`src/rtl/hb_taskq_pkg.sv`:
```
// Shared types, widths and the round-robin picker used by the banked task
// queue dispatcher and its per-bank FIFOs.
package hb_taskq_pkg;

  localparam int DATA_W_DFLT    = 32;
  localparam int NUM_REQ_DFLT   = 4;
  localparam int NUM_BANKS_DFLT = 2;
  localparam int REQ_IDX_W      = $clog2(NUM_REQ_DFLT);
  localparam int BANK_IDX_W     = $clog2(NUM_BANKS_DFLT);
  localparam int RR_MAX_N       = 32;

  typedef logic [DATA_W_DFLT-1:0] task_t;

  // First set bit of mask at or after ptr, wrapping modulo n; returns ptr when mask is empty.
  function automatic int rr_pick(input logic [RR_MAX_N-1:0] mask, input int ptr, input int n);
    int   idx;
    logic found;
    rr_pick = ptr;
    found   = 1'b0;
    for (int k = 0; k < RR_MAX_N; k++) begin
      if (k < n) begin
        idx = ptr + k;
        if (idx >= n) idx = idx - n;
        if (!found && mask[idx[4:0]]) begin
          rr_pick = idx;
          found   = 1'b1;
        end
      end
    end
  endfunction

endpackage

```
`src/rtl/hb_task_bank_fifo.sv`:
```
// Single task bank: DEPTH x DATA_W synchronous FIFO. Fullness and emptiness
// come from the registered count, so a full bank refuses a push even when popped.
module hb_task_bank_fifo #(
  parameter int DEPTH  = 4,
  parameter int DATA_W = 32
) (
  input  logic                       clk,
  input  logic                       reset,
  input  logic                       push,
  input  logic                       pop,
  input  logic [DATA_W-1:0]          push_data,
  output logic [DATA_W-1:0]          head_data,
  output logic [$clog2(DEPTH+1)-1:0] count,
  output logic                       full,
  output logic                       empty
);

  localparam int PW = $clog2(DEPTH);
  localparam int CW = $clog2(DEPTH+1);

  logic [DATA_W-1:0] mem_q [DEPTH];
  logic [DATA_W-1:0] mem_d [DEPTH];
  logic [PW-1:0]     wr_ptr_q, wr_ptr_d;
  logic [PW-1:0]     rd_ptr_q, rd_ptr_d;
  logic [CW-1:0]     count_q, count_d;
  logic              do_push, do_pop;

  assign full      = (count_q == CW'(DEPTH));
  assign empty     = (count_q == '0);
  assign do_push   = push && !full;
  assign do_pop    = pop && !empty;
  assign head_data = mem_q[rd_ptr_q];
  assign count     = count_q;

  always_comb begin
    mem_d    = mem_q;
    wr_ptr_d = wr_ptr_q;
    rd_ptr_d = rd_ptr_q;
    count_d  = count_q;
    if (do_push) begin
      mem_d[wr_ptr_q] = push_data;
      wr_ptr_d        = wr_ptr_q + PW'(1);
    end
    if (do_pop) begin
      rd_ptr_d = rd_ptr_q + PW'(1);
    end
    if (do_push && !do_pop) begin
      count_d = count_q + CW'(1);
    end else if (!do_push && do_pop) begin
      count_d = count_q - CW'(1);
    end
  end

  // Storage holds no reset; only pointers and count define what is valid.
  always_ff @(posedge clk) begin
    mem_q <= mem_d;
  end

  always_ff @(posedge clk) begin
    if (reset) begin
      wr_ptr_q <= '0;
      rd_ptr_q <= '0;
      count_q  <= '0;
    end else begin
      wr_ptr_q <= wr_ptr_d;
      rd_ptr_q <= rd_ptr_d;
      count_q  <= count_d;
    end
  end

endmodule

```
`src/rtl/hb_task_dispatcher.sv`:
```
// Task dispatcher: round-robin requester arbiter feeding a round-robin bank
// selector that skips full banks; each bank is an independent FIFO.
module hb_task_dispatcher
  import hb_taskq_pkg::*;
#(
  parameter int NUM_REQ   = 4,
  parameter int NUM_BANKS = 2,
  parameter int DEPTH     = 4,
  parameter int DATA_W    = DATA_W_DFLT
) (
  input  logic                                  clk,
  input  logic                                  reset,
  input  logic [NUM_REQ-1:0]                    req_valid,
  input  logic [NUM_REQ*DATA_W-1:0]             req_data,
  output logic [NUM_REQ-1:0]                    req_ready,
  output logic [NUM_BANKS-1:0]                  deq_valid,
  output logic [NUM_BANKS*DATA_W-1:0]           deq_data,
  input  logic [NUM_BANKS-1:0]                  deq_ready,
  output logic [NUM_BANKS*$clog2(DEPTH+1)-1:0]  bank_count,
  output logic [$clog2(NUM_REQ)-1:0]            last_grant_req,
  output logic [$clog2(NUM_BANKS)-1:0]          last_grant_bank,
  output logic [31:0]                           accept_cnt
);

  localparam int RW = $clog2(NUM_REQ);
  localparam int BW = $clog2(NUM_BANKS);
  localparam int CW = $clog2(DEPTH+1);

  logic [NUM_BANKS-1:0] bank_full;
  logic [NUM_BANKS-1:0] bank_empty;
  logic [NUM_BANKS-1:0] bank_push;
  logic [DATA_W-1:0]    push_data;

  logic [RW-1:0] grant_idx;
  logic [BW-1:0] bank_sel;
  logic          any_valid;
  logic          any_space;
  logic          accept;

  logic [RW-1:0] rr_req_q, rr_req_d;
  logic [BW-1:0] rr_bank_q, rr_bank_d;
  logic [RW-1:0] last_grant_req_q, last_grant_req_d;
  logic [BW-1:0] last_grant_bank_q, last_grant_bank_d;
  logic [31:0]   accept_cnt_q, accept_cnt_d;

  // Grant and bank choice are purely combinational off registered pointers and counts.
  always_comb begin
    any_valid = |req_valid;
    any_space = ~&bank_full;
    grant_idx = RW'(rr_pick(RR_MAX_N'(req_valid), int'(rr_req_q), NUM_REQ));
    bank_sel  = BW'(rr_pick(RR_MAX_N'(~bank_full), int'(rr_bank_q), NUM_BANKS));
    accept    = !reset && any_valid && any_space;
    push_data = req_data[int'(grant_idx)*DATA_W +: DATA_W];
    req_ready = '0;
    bank_push = '0;
    if (accept) begin
      req_ready[grant_idx] = 1'b1;
      bank_push[bank_sel]  = 1'b1;
    end
  end

  always_comb begin
    rr_req_d          = rr_req_q;
    rr_bank_d         = rr_bank_q;
    last_grant_req_d  = last_grant_req_q;
    last_grant_bank_d = last_grant_bank_q;
    accept_cnt_d      = accept_cnt_q;
    if (accept) begin
      rr_req_d          = (grant_idx == RW'(NUM_REQ-1)) ? '0 : grant_idx + RW'(1);
      rr_bank_d         = (bank_sel == BW'(NUM_BANKS-1)) ? '0 : bank_sel + BW'(1);
      last_grant_req_d  = grant_idx;
      last_grant_bank_d = bank_sel;
      accept_cnt_d      = accept_cnt_q + 32'd1;
    end
  end

  always_ff @(posedge clk) begin
    if (reset) begin
      rr_req_q          <= '0;
      rr_bank_q         <= '0;
      last_grant_req_q  <= '0;
      last_grant_bank_q <= '0;
      accept_cnt_q      <= '0;
    end else begin
      rr_req_q          <= rr_req_d;
      rr_bank_q         <= rr_bank_d;
      last_grant_req_q  <= last_grant_req_d;
      last_grant_bank_q <= last_grant_bank_d;
      accept_cnt_q      <= accept_cnt_d;
    end
  end

  assign last_grant_req  = last_grant_req_q;
  assign last_grant_bank = last_grant_bank_q;
  assign accept_cnt      = accept_cnt_q;

  for (genvar b = 0; b < NUM_BANKS; b++) begin : g_bank
    hb_task_bank_fifo #(
      .DEPTH (DEPTH),
      .DATA_W(DATA_W)
    ) u_fifo (
      .clk      (clk),
      .reset    (reset),
      .push     (bank_push[b]),
      .pop      (deq_ready[b]),
      .push_data(push_data),
      .head_data(deq_data[b*DATA_W +: DATA_W]),
      .count    (bank_count[b*CW +: CW]),
      .full     (bank_full[b]),
      .empty    (bank_empty[b])
    );
    assign deq_valid[b] = ~bank_empty[b];
  end

endmodule

```
`config.mk`:
```
export PLATFORM = sky130hd
export DESIGN_NAME = hb_task_dispatcher
export DESIGN_NICKNAME = d
export VERILOG_FILES = /design/src/rtl/hb_taskq_pkg.sv /design/src/rtl/hb_task_bank_fifo.sv /design/src/rtl/hb_task_dispatcher.sv
export SDC_FILE = /design/constraint.sdc
export NUM_CORES = 1
export LEC_CHECK = 0
export ABC_AREA = 1
export CORE_MARGIN = 4
export CORE_UTILIZATION = 55
export CTS_BUF_LIST = sky130_fd_sc_hd__clkbuf_16
export DETAILED_ROUTE_END_ITERATION = 8
export PLACE_DENSITY = 0.83
export SETUP_SLACK_MARGIN = 0.4
export SYNTH_ARGS = -nofsm -noshare
export SYNTH_HDL_FRONTEND = slang
export SYNTH_SLANG_ARGS = --single-unit
export TNS_END_PERCENT = 5
```
`constraint.sdc`:
```
create_clock -name clk -period 5.7 [get_ports clk]
set_input_delay 1.14 -clock clk [delete_from_list [all_inputs] [get_ports clk]]
set_output_delay 1.14 -clock clk [all_outputs]
set_load 0.005 [all_outputs]
```
==> flow_metrics.py <==
metrics = {
    "grt": {
        "antenna_found_initial": 0,
        "grt_max_degree": 67,
        "grt.total_usage_pct": 25.5,
        "grt_pass1_vias": 10800,
        "grt_pass1_wl_mm": 56.9,
        "grt.overflow.total": 0,
    },
    "sta": {
        "tns_ns": 0,
        "rsz0062_at_grt": "false",
        "hold_viol": 0,
        "slew_viol_final": 0,
        "max_freq_mhz": 203,
        "slew_headroom_pct": 18.7,
        "period_needed_ns": 4.93,
        "worst_clock_skew_ns": 0.0222,
        "setup_viol": 0,
        "post-route-period-util_pct": 86.4,
        "worstMarginPinSlew_ns": 1.22,
    },
    "floorplan": {
        "io_pins": 247,
        "die_y_um": 166,
        "rows": 57,
        "start_util_pct": 56.1,
        "core_um2": 24500,
        "die-area_um2": 27600,
        "die_w_um": 166,
    },
    "clocking": {
        "post_cts_buffers": 0,
        "cts_buffers": 30,
        "postCtsHoldBufs": 0,
        "clockBufferDepth": 3,
        "path_clk_slew_ns": 0.06,
        "clock-root-buffer": "clkbuf_16",
        "clock_sinks": 308,
        "cts-resized-gates": 0,
        "cts_tree": "built",
        "clock_latency_ns": 0.56,
        "cts.htree.levels": 1,
    },
    "synth": {
        "ys_types": 33,
        "yosysWarnings": 0,
        "netlist_area_um2": 13700,
        "synthFlopType": "edfxtp_1",
        "synth_seq_cells": 308,
        "avgSynthCellArea_um2": 9.89,
        "yosysSeqAreaShare_pct": 63.6,
        "syn_inst": 1388,
        "synth_edf_count": 256,
        "syn-num-nets": 1545,
        "synthArstFlopShare_pct": 0,
    },
    "worst_hold_path": {
        "worst_hold_path_type": "register to register",
    },
    "power_and_ir_drop": {
        "powerDensity_nw_per_um2": 615,
        "p_leak_uw": 0.00637,
        "ir_drop_v": 0.00131,
    },
    "placed_design": {
        "gp_congestion": 0.885,
        "port_buffers": 246,
        "hpwl_mm": 23.5,
        "placed_cell_area_um2": 16400,
        "place_inst": 1893,
    },
    "critical_path": {
        "crit_path_max_fanout": 25,
        "reg2reg_slack_ns": 2.17,
        "cp-end-kind": "primary output",
        "start_kind": "input pin",
        "crit_arrival_ns": 3.79,
        "worstPathRequired_ns": 4.56,
        "critPathKind": "input pin to primary output",
    },
    "finish": {
        "drive_above_1_share_pct": 4.44,
        "final_cell_area_um2": 17200,
        "syn2layout_area_growth_pct": 25.4,
        "fin_cells": 1944,
        "multi_input_area_um2": 4400,
        "utilization_pct": 70.4,
        "num-fill-cells": 1754,
        "seqCellArea_um2": 8730,
        "antenna_cells": 0,
        "final_common_cell": "nand2_1",
        "fin_nets": 1758,
        "layout_common_cells": "nand2_1, edfxtp_1, clkdlybuf4s50_1",
    },
    "routing": {
        "wire_per_inst_um": 18.8,
        "viasPerCell": 5.68,
        "wl_mm": 36.6,
        "drt_iter0_drc": 1086,
        "vias": 11000,
        "drc": 0,
        "first_pass_iters": 5,
        "final_antenna_net_count": 0,
    },
    "job": {
        "maxCapViolCount": 0,
    },
    "run_status": {
        "status": "completed",
    },
}
## worst paths after layout
path | from | to | cells past startpoint
hold reg to reg | last_grant_req[0] | last_grant_req[0] | 2
hold / removal | last_grant_req[0] | last_grant_req[0] | 2
setup / recovery | req_valid[2] | req_ready[3] | 14
setup reg to reg | rr_req_q[1] | g_bank[0].u_fifo.mem_q[4] | 15
## critical path, cell delays in order
cell,delay (ns)
clkdlybuf4s50_1,0.48
nand2_1,0.13
nand2_1,0.06
nand2_1,0.08
nand2_1,0.09
nor2_2,0.18
nand2_2,0.10
nand2_2,0.09
nand2_2,0.36
inv_1,0.24
ha_1,0.18
inv_1,0.04
nor2_1,0.10
clkdlybuf4s50_1,0.51
## state kept, by name (all words and copies together) (netlist names)
signal,flops
g_bank.u_fifo.mem_q,256
accept_cnt,32
last_grant_req,2
rr_req_q,2
g_bank.u_fifo.wr_ptr_q,4
last_grant_bank,1
rr_bank_q,1
g_bank.u_fifo.rd_ptr_q,4
g_bank.u_fifo.count,6
## synthesized netlist by cell type (2+ instances only)
cell      instances  area share (%)
nand2_1         319             8.7
edfxtp_1        256              56
nor2_1          191             5.2
o21ai_0         162             5.9
nand3_1          95             3.5
inv_1            73             2.0
o22ai_1          64             2.9
dfxtp_1          52             7.6
clkbuf_1         45             1.2
a21oi_1          34             1.2
ha_1             19             1.7
buf_2            16            0.58
nor3_1           10            0.36
buf_4             8            0.44
buf_6             6            0.49
nand2_2           6            0.27
nand4_1           6            0.27
xor2_1            4            0.26
xnor2_1           3            0.19
and2_1            2           0.091
fa_1              2            0.29
nand3b_1          2            0.11
nor3b_1           2            0.11
nor4_1            2           0.091
## through the flow
stage	power (µW)	setup slack (ns)	hold WS, ns
4_1_cts	10600	0.694	0.476
3_5_place_dp	8840	0.806	0.463
3_3_place_gp	8660	0.908	0.455
6_report	10600	0.773	0.475
5_1_grt	11200	0.497	0.494
2_1_floorplan	6890	2.08	0.455
## per-layer routing
metal | track usage (%) | vias to the layer above | share of wire [%]
met5 | 0 | - | 0
met1 | 34.4 | 5265 | 41
met3 | 4.43 | 70 | 8.3
met2 | 43.0 | 507 | 49
li1 | - | 5204 | -
met4 | 7.39 | 0 | 2.5
## cell families after synthesis
logic type | share of synthesized area [%]
and+or+nand+nor | 18.8
buffers and inverters | 4.84
xor gates and xnor gates | 0.447
adders and majority gates | 2.02
DFF | 63.6
AOI/OAI and AO/OA | 10.4
## power breakdown
group / total, µW / internal (µW) / switching [µW]
Sequential: 4070 / 3920 / 143
Combinational: 4790 / 1510 / 3280
Clock: 1730 / 945 / 788
## cell type report
type                       count  area share (%)
clock buffer                  30            4.36
inverter                      75            1.65
tap                          324            2.35
timing repair buffer         257            14.8
sequential                   308            50.7
clock inverter                21           0.603
multi-input combinational    929            25.6
No activity file was read; power rests on OpenSTA's default activity.
